$ cat src/rtl/slice_sequencer.sv
// slice_sequencer: issues one slice_enable per slice of a frame, tracks the
// pipelined write-back of each slice through a delay line, and flags
// frame_start requests that arrive while a frame is still in flight.
module slice_sequencer #(
  parameter int unsigned PIPE_DELAY = 3,
  parameter int unsigned ISSUE_GAP  = 1
) (
  input  logic       clock_200,
  input  logic       reset,
  input  logic       frame_start,
  input  logic [4:0] cfg_num_slices,
  input  logic [4:0] cfg_bank,
  input  logic [3:0] cfg_log_sel,
  input  logic       cfg_load,
  input  logic       overrun_clear,
  output logic       slice_enable,
  output logic [8:0] coefficient_read_adr,
  output logic [3:0] state_read_adr,
  output logic [3:0] state_write_adr,
  output logic       sigma_delta_storage_trigger,
  output logic [3:0] sigma_delta_storage_adr,
  output logic [3:0] log_address,
  output logic [4:0] active_bank,
  output logic       busy,
  output logic       frame_done,
  output logic       overrun
);

  localparam int unsigned GW = (ISSUE_GAP > 1) ? $clog2(ISSUE_GAP) : 1;
  localparam logic [GW-1:0] GAP_LAST = GW'(ISSUE_GAP - 1);

  typedef enum logic [1:0] {IDLE, ISSUE, DRAIN, DONE} state_t;

  state_t          state_q;
  logic [4:0]      pend_num_q;
  logic [4:0]      pend_bank_q;
  logic [3:0]      pend_log_q;
  logic [3:0]      act_last_q;
  logic [4:0]      act_bank_q;
  logic [3:0]      act_log_q;
  logic [3:0]      idx_q;
  logic [GW-1:0]   gap_q;
  logic            en_q;
  logic            done_q;
  logic            overrun_q;
  logic [3:0]      pend_last_d;

  logic [PIPE_DELAY-1:0] trig_q;
  logic [3:0]            wadr_q [PIPE_DELAY];

  // Last slice index of the pending frame; counts above 16 saturate at 16.
  always_comb begin
    pend_last_d = '0;
    if (pend_num_q[4]) pend_last_d = 4'd15;
    else               pend_last_d = pend_num_q[3:0] - 4'd1;
  end

  // Frame control FSM with config capture, issue pacing and overrun flag.
  always_ff @(posedge clock_200 or posedge reset) begin
    if (reset) begin
      state_q     <= IDLE;
      pend_num_q  <= '0;
      pend_bank_q <= '0;
      pend_log_q  <= '0;
      act_last_q  <= '0;
      act_bank_q  <= '0;
      act_log_q   <= '0;
      idx_q       <= '0;
      gap_q       <= '0;
      en_q        <= 1'b0;
      done_q      <= 1'b0;
      overrun_q   <= 1'b0;
    end else begin
      if (cfg_load) begin
        pend_num_q  <= cfg_num_slices;
        pend_bank_q <= cfg_bank;
        pend_log_q  <= cfg_log_sel;
      end
      if (frame_start && (state_q != IDLE)) overrun_q <= 1'b1;
      else if (overrun_clear)               overrun_q <= 1'b0;
      en_q   <= 1'b0;
      done_q <= 1'b0;
      unique case (state_q)
        IDLE: begin
          if (frame_start) begin
            act_last_q <= pend_last_d;
            act_bank_q <= pend_bank_q;
            act_log_q  <= pend_log_q;
            if (pend_num_q != '0) begin
              state_q <= ISSUE;
              en_q    <= 1'b1;
              idx_q   <= '0;
              gap_q   <= '0;
            end
          end
        end
        ISSUE: begin
          if (en_q && (idx_q == act_last_q)) begin
            state_q <= DRAIN;
          end else if (gap_q == GAP_LAST) begin
            en_q  <= 1'b1;
            idx_q <= idx_q + 4'd1;
            gap_q <= '0;
          end else begin
            gap_q <= gap_q + GW'(1);
          end
        end
        DRAIN: begin
          // Final write-back: output stage fires with nothing behind it.
          if (trig_q[PIPE_DELAY-1] && ((trig_q << 1) == '0)) begin
            state_q <= DONE;
            done_q  <= 1'b1;
          end
        end
        DONE: state_q <= IDLE;
        default: state_q <= IDLE;
      endcase
    end
  end

  // Delay line carrying each enable and its slice index to write-back.
  always_ff @(posedge clock_200 or posedge reset) begin
    if (reset) begin
      trig_q <= '0;
      for (int unsigned i = 0; i < PIPE_DELAY; i++) wadr_q[i] <= '0;
    end else begin
      trig_q[0] <= en_q;
      wadr_q[0] <= idx_q;
      for (int unsigned i = 1; i < PIPE_DELAY; i++) begin
        trig_q[i] <= trig_q[i-1];
        wadr_q[i] <= wadr_q[i-1];
      end
    end
  end

  assign slice_enable                = en_q;
  assign coefficient_read_adr        = {act_bank_q, idx_q};
  assign state_read_adr              = idx_q;
  assign state_write_adr             = wadr_q[PIPE_DELAY-1];
  assign sigma_delta_storage_trigger = trig_q[PIPE_DELAY-1];
  assign sigma_delta_storage_adr     = wadr_q[PIPE_DELAY-1];
  assign log_address                 = act_log_q;
  assign active_bank                 = act_bank_q;
  assign busy                        = (state_q != IDLE);
  assign frame_done                  = done_q;
  assign overrun                     = overrun_q;

endmodule

$ cat config.mk
export PLATFORM = sky130hd
export DESIGN_NAME = slice_sequencer
export DESIGN_NICKNAME = d
export VERILOG_FILES = /design/src/rtl/slice_sequencer.sv
export SDC_FILE = /design/constraint.sdc
export NUM_CORES = 1
export LEC_CHECK = 0
export CELL_PAD_IN_SITES_DETAIL_PLACEMENT = 2
export CELL_PAD_IN_SITES_GLOBAL_PLACEMENT = 2
export CORE_ASPECT_RATIO = 1.1
export CORE_MARGIN = 2
export CORE_UTILIZATION = 36
export CTS_BUF_LIST = sky130_fd_sc_hd__clkbuf_2 sky130_fd_sc_hd__clkbuf_4 sky130_fd_sc_hd__clkbuf_8
export CTS_CLUSTER_SIZE = 20
export DETAILED_ROUTE_END_ITERATION = 7
export PLACE_DENSITY_LB_ADDON = 0.1
export SLEW_MARGIN = 30
export SYNTH_ARGS = -nofsm -noshare
export SYNTH_HDL_FRONTEND = slang
export SYNTH_SLANG_ARGS = --single-unit
$ cat constraint.sdc
create_clock -name clock_200 -period 3.3 [get_ports clock_200]
set_input_delay 0.33 -clock clock_200 [delete_from_list [all_inputs] [get_ports clock_200]]
set_output_delay 0.33 -clock clock_200 [all_outputs]
set_load 0.05 [all_outputs]
==> results by group <==
Worst hold path
  – Hold path depth: 0
  – Worst min-delay path class: register to register
  – WHS Endpoint: wadr_q[7]
  – Hold Crit Start: wadr_q[11]

Yosys
  – Most area-hungry cell type in the Yosys netlist: dfrtp_1
  – Multiplexer share of the synthesized area: 0.134
  – Post-Syn Area: 2100 sq um
  – Synth top area share: 0.607
  – Largest family of logic cells by synthesized area: multiplexers
  – Syn. warnings: 0
  – Synth Area per Inst: 13.1 sq um
  – Cells after Synth: 161
  – Count leader, synth: dfrtp_1
  – Largest cells by area after synthesis: dfrtp_1 61%, mux2_2 11%, buf_4 6.1%
  – Synth Area in Simple Gates: 0.0631
  – Syn nets: 187
  – Synth unique cells: 27
  – Post-Synth Adder-Cell Area: 0.0417
  – Synth async-reset ratio: 1.00
  – Number of enable flip-flop cells after synthesis: 0
  – Synth Flop Type: dfrtp_1
  – Complex-gate fraction of the synthesized area: 0.0440
  – Register area share after synthesis: 0.607
  – Top cells by count, synth: 51 x dfrtp_1, 21 x mux2_2, 17 x buf_4, 10 x inv_1, 10 x nand2_1
  – #FFs+latches synth: 51
  – Xor-xnor portion of the synthesized cell area: 0.0250

Clock network
  – Post-cts hold buffer count: 0
  – Sink Count: 51
  – CTS resizes: 0
  – H-tree levels: 2
  – CTS tree: built
  – Clock-pin slew on the worst setup and hold paths: 0.09 ns
  – Root buffer cell: clkbuf_8
  – Worst-skew pair later-pin latency: 0.30 ns
  – Num CTS Buffers: 5
  – Setup bufs post-CTS: 0
  – Clock Path Buffers: 2

Power
  – Peak supply drop: 0.374 mV
  – Lkg Pwr: 1.19 nW
  – P per Cell Area: 986 nW/um^2

Final layout
  – Fraction of layout cells with a size suffix above 1: 0.173
  – Final non-filler cell total: 279
  – N_diodes: 0
  – Nets: 227
  – Area Overhead vs Synth: 27.4%

STA
  – Final WS setup: 1.03 ns
  – Final Max Tran Viols: 0
  – Tmin final: 2.27 ns
  – Hold Vio Cnt, Final: 0
  – Fmax achieved: 441 MHz
  – Setup TNS: 0 ns
  – Setup violations, final: 0
  – Final Cycle Share: 0.687
  – RSZ-0062 raised after global routing: false
  – Setup Skew: 0.00664 ns
  – Slew @ Worst Pin: 0.673 ns
  – Max_slew headroom: 0.550

Worst setup path
  – Kind of critical path: register to primary output
  – Buf/Inv on CP: 3
  – Reg2Reg Capture Point: state_q[1]
  – CP max-delay cell: clkdlybuf4s50_1
  – WP data required: 2.97 ns
  – Most used cell, CP: inv_1
  – R2R cell count: 6
  – Startpoint types: register
  – Cells along the critical path: inv_1, ha_1, inv_1, clkdlybuf4s50_1
  – R2R Setup Slk: 1.62 ns
  – Critical path's largest stage delay: 0.80 ns
  – Max Fanout on Critical Path: 5
  – CP endpoint kind: primary output
  – RR Startpoint: pend_num_q[0]
  – Cell family with most CP delay: buffers and inverters
  – Arr. time, crit path: 1.94 ns

Detailed routing
  – Wirelength per Cell: 15.7 microns
  – Final wirelength: 4370 microns
  – # DRC: 0
  – DR iter-0 viols: 53
  – Vias per Instance: 4.64
  – Post-route ant nets: 0
  – DR vias: 1294
  – DR pass1 iterations: 4

Run
  – Max cap viols: 0

Global routing
  – First-pass GRT wire length: 7500 microns
  – Gr usage total: 0.152
  – GR Util met3: 0.0312
  – GRT met2 Usage: 0.264
  – Grt ovf: 0
  – Number of global-route vias before repair: 1433
  – GRT busiest layer: met2
  – Antenna violations before repair: 0
  – Largest net degree at the start of global routing: 52
  – Met1 Resource Use GR: 0.180

Floorplanning
  – Die footprint: 6470 sq um
  – Die X-Extent: 76.9 microns
  – Row cnt: 29
  – Die height: 84.1 microns
  – CORE AREA: 5700 sq um
  – IO Count: 54
  – Initial Util: 0.369

Status
  – Status: finished clean

Placement
  – PortBufs: 53
  – RD Place Congestion: 0.685
  – Placed cell count: 271
  – Final HPWL DP: 3240 microns
  – Setup WS pre-CTS: 1.35 ns
[cell families (layout without fill, tap and decap cells)]
logic type               Yosys count  in the layout
multiplexers                      25             25
XOR/XNOR                           6              6
adder cells (fa/ha/maj)            7              7
flip-flops                        51             51
AO/OA/AOI/OAI                     15             15
buffers and inverters             30             71
AND/OR/NAND/NOR                   27             27
[cell type report]
class / count / area (sq um)
clock buffer: 7 / 83.8
clock inverter: 1 / 5.00
fill: 574 / 3020
inverter: 10 / 40.0
multi-input combinational: 80 / 647
sequential: 51 / 1280
tap: 77 / 96.3
timing repair buffer: 53 / 531
[where the power goes]
group          total (W)  internal (W)  switching (W)
combinational    0.00134      0.000485       0.000855
clock           0.000360      0.000166       0.000195
sequential      0.000940      0.000810       0.000130
[per-layer routing]
layer | vias to the layer above | share of wire
li1 | 597 | -
met1 | 665 | 0.40
met2 | 26 | 0.55
met3 | 6 | 0.033
met4 | 0 | 0.015
met5 | - | 0
[through the flow]
| step | util | hold WS (ns) | power, W | area, sq um |
|---|---|---|---|---|
| after floorplan | - | 0.331 | 0.00194 | 2100 |
| after global placement | 0.454 | 0.332 | 0.00226 | 2590 |
| after global routing | 0.470 | 0.373 | 0.00280 | 2680 |
| after CTS | 0.470 | 0.361 | 0.00269 | 2680 |
| final | 0.470 | 0.357 | 0.00264 | 2680 |
| after detailed placement | 0.455 | 0.340 | 0.00232 | 2590 |
[sequential cells by signal (all words and copies together) (netlist names)]
register	cells
wadr_q	8
active_bank	5
pend_bank_q	5
pend_num_q	5
act_last_q	4
log_address	4
pend_log_q	4
sigma_delta_storage_adr	4
state_read_adr	4
trig_q	3
state_q	2
frame_done	1
overrun	1
slice_enable	1
[worst register-to-register path: cells and delay by family, from the launching register on]
kind	cells	cell delay (ns)
and+or+nand+nor	2	0.47
adders and majority gates	1	0.17
AOI/OAI and AO/OA	1	0.10
muxes	1	0.31
buffers and inverters	1	0.12
DFF	1	0.39
[placed cells by master, fill, tap and decap left out]
cell             count
and3_1               2
clkbuf_4             2
clkbuf_8             5
clkdlybuf4s50_1     53
clkinv_2             1
dfrtp_1             51
ha_1                 7
inv_1                9
inv_4                1
mux2_2              21
mux2_4               1
mux2i_1              3
nand2_1             10
nand2_2              1
nand2b_1             1
nand3_1              5
nor2_1               5
nor2b_1              1
nor3_1               1
nor4b_2              1
o21a_1               1
o21ai_0              9
o21ai_1              1
o21ai_2              1
o221a_2              1
o22ai_1              1
o2bb2ai_1            1
xnor2_1              4
xor2_1               2
[how the worst max path moves through the flow]
stage,endpoint,slack [ns],from,cells past startpoint
after floorplan,state_q[1],1.62,state_read_adr[0],5
after global placement,busy,1.42,state_q[0],4
after detailed placement,busy,1.35,state_q[0],4
after CTS,busy,1.00,state_q[0],4
after global routing,busy,0.94,state_q[1],4
final,busy,1.03,state_q[0],4
Note: power is estimated with default switching activity, not from simulation.
==> edit 1, RTL diff (same settings) <==
Register the input `cfg_load` before use, without a reset. The logic sees it one clock later. The other inputs are not delayed to match.
--- a/src/rtl/slice_sequencer.sv
+++ b/src/rtl/slice_sequencer.sv
@@ -30,6 +30,12 @@
   localparam logic [GW-1:0] GAP_LAST = GW'(ISSUE_GAP - 1);
 
   typedef enum logic [1:0] {IDLE, ISSUE, DRAIN, DONE} state_t;
+
+  logic cfg_load_q;
+
+  always_ff @(posedge clock_200) begin
+    cfg_load_q <= cfg_load;
+  end
 
   state_t          state_q;
   logic [4:0]      pend_num_q;
@@ -71,7 +77,7 @@
       done_q      <= 1'b0;
       overrun_q   <= 1'b0;
     end else begin
-      if (cfg_load) begin
+      if (cfg_load_q) begin
         pend_num_q  <= cfg_num_slices;
         pend_bank_q <= cfg_bank;
         pend_log_q  <= cfg_log_sel;
Behaviour: not the same (a bounded check fails within 4 cycles, from zero or initial values and one cycle with reset high).
==> edit 1 against the unedited design <==
- wire length up 3.4%
- sequential cell count up 1
- global-route usage up 0.20 points
- synthesized area up 3.5%
- final cell count up 2.5%
- cell area up 2.8%
- total power up 5.5%
- setup slack worse by 56 ps
- largest cell class unchanged
- largest power group unchanged
==> edit 1: results (changes against the unedited design) <==
[placed_design]
gp_congestion = 0.7254  ; was 0.6854
portBuffers = 53  ; unchanged
pre_cts_ws_ps = 1303  ; was 1347 ps
dp_hpwl_mm = 3.400  ; was 3.244 mm
placed_cells = 278  ; was 271
dpl-instance-area_um2 = 2660  ; was 2590 um2

[clock_tree]
cts_resized = 0  ; unchanged
clk_pin_slew_worst_paths_ps = 90  ; about the same
clockBufferDepth = 2  ; unchanged
root_buffer = clkbuf_8  ; unchanged
cts_buffers = 5  ; unchanged
insertion_delay_ps = 300  ; about the same
cts_setup_buffers = 0  ; unchanged
h-tree-depth = 2  ; unchanged

[synth]
syn_area_per_cell_um2 = 12.87  ; was 13.06 um2
synth_ff_type = dfrtp_1  ; unchanged
synth_cell_types = 35  ; was 27
syn_nets = 195  ; was 187
synthTopCellsByArea = dfrtp_1, mux2_2, buf_4  ; unchanged
synth_common_cells = dfrtp_1, mux2_2, buf_4  ; unchanged
yosysSeqAreaShare_pct = 59.57  ; was 60.71%
async_reset_ff_share_pct = 98.08  ; was 100.0%

[pwr]
p_leak_nw = 1.216  ; was 1.185 nW
p_int_w = 0.001516  ; was 0.001461 W
p_total_w = 0.002786  ; was 0.002641 W
p_comb_share_pct = 51.5  ; was 50.8%
maxPowerGroup = combinational logic  ; unchanged
clkPwrFrac_pct = 13.1  ; was 13.6%
irDropWorstVdd_uv = 465.3  ; was 373.7 uV

[routing]
dr.pass1.iters = 4  ; unchanged
wl_per_cell_um = 15.81  ; was 15.67 um
totalWireLength_mm = 4.521  ; was 4.372 mm
drt_iter0_drc = 42  ; was 53
viasPerCell = 4.794  ; was 4.638

[worst_setup_path]
r2r_end = state_read_adr[2]  ; was state_q[1]
r2r_start = pend_num_q[0]  ; unchanged
crit_arrival_ps = 1990  ; was 1940 ps
crit_family = buffers and inverters  ; unchanged
reg2reg_depth = 6  ; unchanged
rrSetupSlack_ps = 1630
cp-endpoint = busy  ; unchanged
cp_slowest_stage_delay_ps = 810
crit_fanout = 5  ; unchanged
cpMaxStageDelayCell = clkdlybuf4s50_1  ; unchanged

[final_layout]
drive_gt1_share_pct = 17.70  ; was 17.33%
regMostFlops = wadr_q  ; unchanged
nets = 234  ; was 227
fillers = 568  ; was 574

[timing]
tightest_slew_ps = 658.6  ; was 673.2 ps
fmax_ghz = 0.4306  ; was 0.4413 GHz
whs_ps = 354.8  ; was 356.9 ps
fin_skew_ps = 5.070  ; was 6.644 ps

[grt]
grt_use_total_pct = 15.36  ; was 15.16%
grt_pass1_wl_mm = 7.955  ; was 7.500 mm
grt_pass1_vias = 1571  ; was 1433
antenna_found_initial = 0  ; unchanged

[status]
run_status = finished, final reports clean  ; unchanged

[worst_hold_path]
worst_hold_path.num_cells = 0  ; unchanged

-- edit 1: changes by cell type in the layout (fill, tap and decap cells not counted), sizes merged, moves of 2 or more --
cell,before,now
o21ai,11,9
nand3,5,7
a32oi,0,2
nor2,5,7
inv,10,8
mux2i,3,0
nand2,11,14
nand4b,0,2
-- edit 1: worst min path at each step --
stage | from | to
floorplan | wadr_q[4] | sigma_delta_storage_adr[0]
global placement | wadr_q[4] | sigma_delta_storage_adr[0]
detailed placement | wadr_q[11] | wadr_q[7]
CTS | wadr_q[11] | wadr_q[7]
global route | wadr_q[11] | wadr_q[7]
finish | wadr_q[11] | wadr_q[7]
-- edit 1: kinds of logic (layout without fill, tap and decap cells) --
family / after synthesis / after routing / share of synthesized area [%]
AO/OA/AOI/OAI: 16 / 16 / 5.176
buffers and inverters: 29 / 69 / 8.050
XOR/XNOR: 6 / 6 / 2.415
multiplexers: 22 / 22 / 11.56
AND/OR/NAND/NOR: 37 / 37 / 9.202
flip-flops: 52 / 52 / 59.57
adder cells (fa/ha/maj): 7 / 7 / 4.025
-- edit 1: layout make-up --
cell class / instances / area (um2) / area share, %
Sequential cell: 52 / 1296 / 47.09
Multi-Input combinational cell: 88 / 704.4 / 25.59
Timing Repair Buffer: 53 / 530.5 / 19.27
Tap cell: 77 / 96.34 / 3.500
Clock buffer: 6 / 82.58 / 3.000
Inverter: 8 / 32.53 / 1.182
Clock inverter: 2 / 10.01 / 0.3636
-- edit 1: layer usage --
layer	up-vias	track usage, %	part of all wire, %
met2	42	27.74	52
met5	-	0	0
li1	625	-	-
met3	5	2.632	3.9
met4	0	5.742	1.5
met1	699	18.36	42
==> edit 2, RTL diff (same flow settings) <==
Made on the original files. Change the parameter `PIPE_DELAY` from 3 to 5.
--- a/src/rtl/slice_sequencer.sv
+++ b/src/rtl/slice_sequencer.sv
@@ -2,7 +2,7 @@
 // pipelined write-back of each slice through a delay line, and flags
 // frame_start requests that arrive while a frame is still in flight.
 module slice_sequencer #(
-  parameter int unsigned PIPE_DELAY = 3,
+  parameter int unsigned PIPE_DELAY = 5,
   parameter int unsigned ISSUE_GAP  = 1
 ) (
   input  logic       clock_200,
Formal check against the unedited RTL: not equivalent (a bounded check fails within 10 cycles, from zero or initial values and one cycle with reset high).
==> edit 2 against the unedited design <==
- combinational power grew 6%
- sequential power increased by 23%
- core utilization increased by 0.58 points
- wire length rose by 20%
- synthesized area is 14% higher
- highest routed layer unchanged
- cell area rose by 16%
- sequential cell count grew 10
- total power rose by 23%
- setup slack got worse by 37 ps
- via count up 14%
- worst hold slack worse by 67 ps
- clock power up 86%
==> edit 2: results (changes against the unedited design) <==
[grt]
use_met2_pct = 27.79  ; was 26.40%
grt_max_degree = 26  ; was 52
grt_pass1_wl_mm = 8.742  ; was 7.500 mm
gr-usage-met1_pct = 20.16  ; was 18.04%

[synth]
synth_cell_types = 34  ; was 27
synth_adder_area_share_pct = 3.661  ; was 4.167%
muxShareOfSynthArea_pct = 10.36  ; was 13.39%
yosysSeqAreaShare_pct = 63.81  ; was 60.71%
syn_nets = 202  ; was 187
synthXorXnorAreaFrac_pct = 2.197  ; was 2.500%
synth_common_cells = dfrtp_1, mux2_2, buf_4  ; unchanged
synth_compound_area_share_pct = 5.962  ; was 4.405%
synthCells = 176  ; was 161
synthTopCellsByArea = dfrtp_1, mux2_2, buf_4  ; unchanged

[final_layout]
largest_reg_flops = 16  ; was 8
nClkBuffers = 11  ; was 7
fillers = 645  ; was 574
drive_gt1_share_pct = 20.35  ; was 17.33%
multi_input_area_share_pct = 22.35  ; was 24.15%
clockNetworkAreaShare_pct = 6.575  ; was 3.316%
nonClkBufAreaFrac_pct = 17.59  ; was 19.80%
inv_count = 8  ; was 10
multi_input_comb_cells = 86  ; was 80
buffers = 55  ; was 53
nets = 247  ; was 227

[pwr]
irDropWorstVdd_uv = 506.9  ; was 373.7 uV

[routing]
route.met3.wl_um = 214  ; was 144 um
wl_per_cell_um = 17.02  ; was 15.67 um
drt_iter0_drc = 46  ; was 53

[clock_tree]
clk_pin_slew_worst_paths_ps = 70  ; was 90 ps
cts.sinks = 61  ; was 51
insertion_delay_ps = 340  ; was 300 ps
cts_buffers = 9  ; was 5
h-tree-depth = 3  ; was 2

[floorplan]
die_area_um2 = 7314  ; was 6467 um2

[placed_design]
pre_cts_ws_ps = 1325  ; was 1347 ps
dp_hpwl_mm = 3.734  ; was 3.244 mm
gp_congestion = 0.7715  ; was 0.6854
dpl-instance-area_um2 = 2898  ; was 2590 um2

[timing]
fin_skew_ps = 5.846  ; was 6.644 ps
relSlewSlack_pct = 52.22  ; was 54.98%

[worst_hold_path]
min_path_type = input pin to asynchronous set/reset pin  ; was register to register

[status]
run_status = finished, final reports clean  ; unchanged

[worst_setup_path]
crit_arrival_ps = 1970  ; was 1940 ps

-- edit 2: cell types whose count changed in the layout (fill, tap and decap cells not counted), moves of 4 or more --
cell | unedited run | this run
nand2_1 | 10 | 15
clkbuf_8 | 5 | 10
dfrtp_1 | 51 | 61
nand3_1 | 5 | 1
-- edit 2: power by group --
part	leakage [nW]	internal, W	switching (W)
Sequential	0.764	0.000988	0.000170
Combinational	0.525	0.000503	0.000920
Clock	0.0994	0.000379	0.000290
-- edit 2: path summary, 6_finish.rpt --
check                      cells past startpoint                         end          start
setup / recovery                               4                        busy     state_q[0]
setup reg to reg                               7           state_read_adr[2]  pend_num_q[0]
hold reg to reg                                0                  wadr_q[12]     wadr_q[16]
max in group asynchronous                      3               act_last_q[1]          reset
min in group clock_200                         0                  wadr_q[12]     wadr_q[16]
hold / removal                                 2  sigma_delta_storage_adr[3]          reset
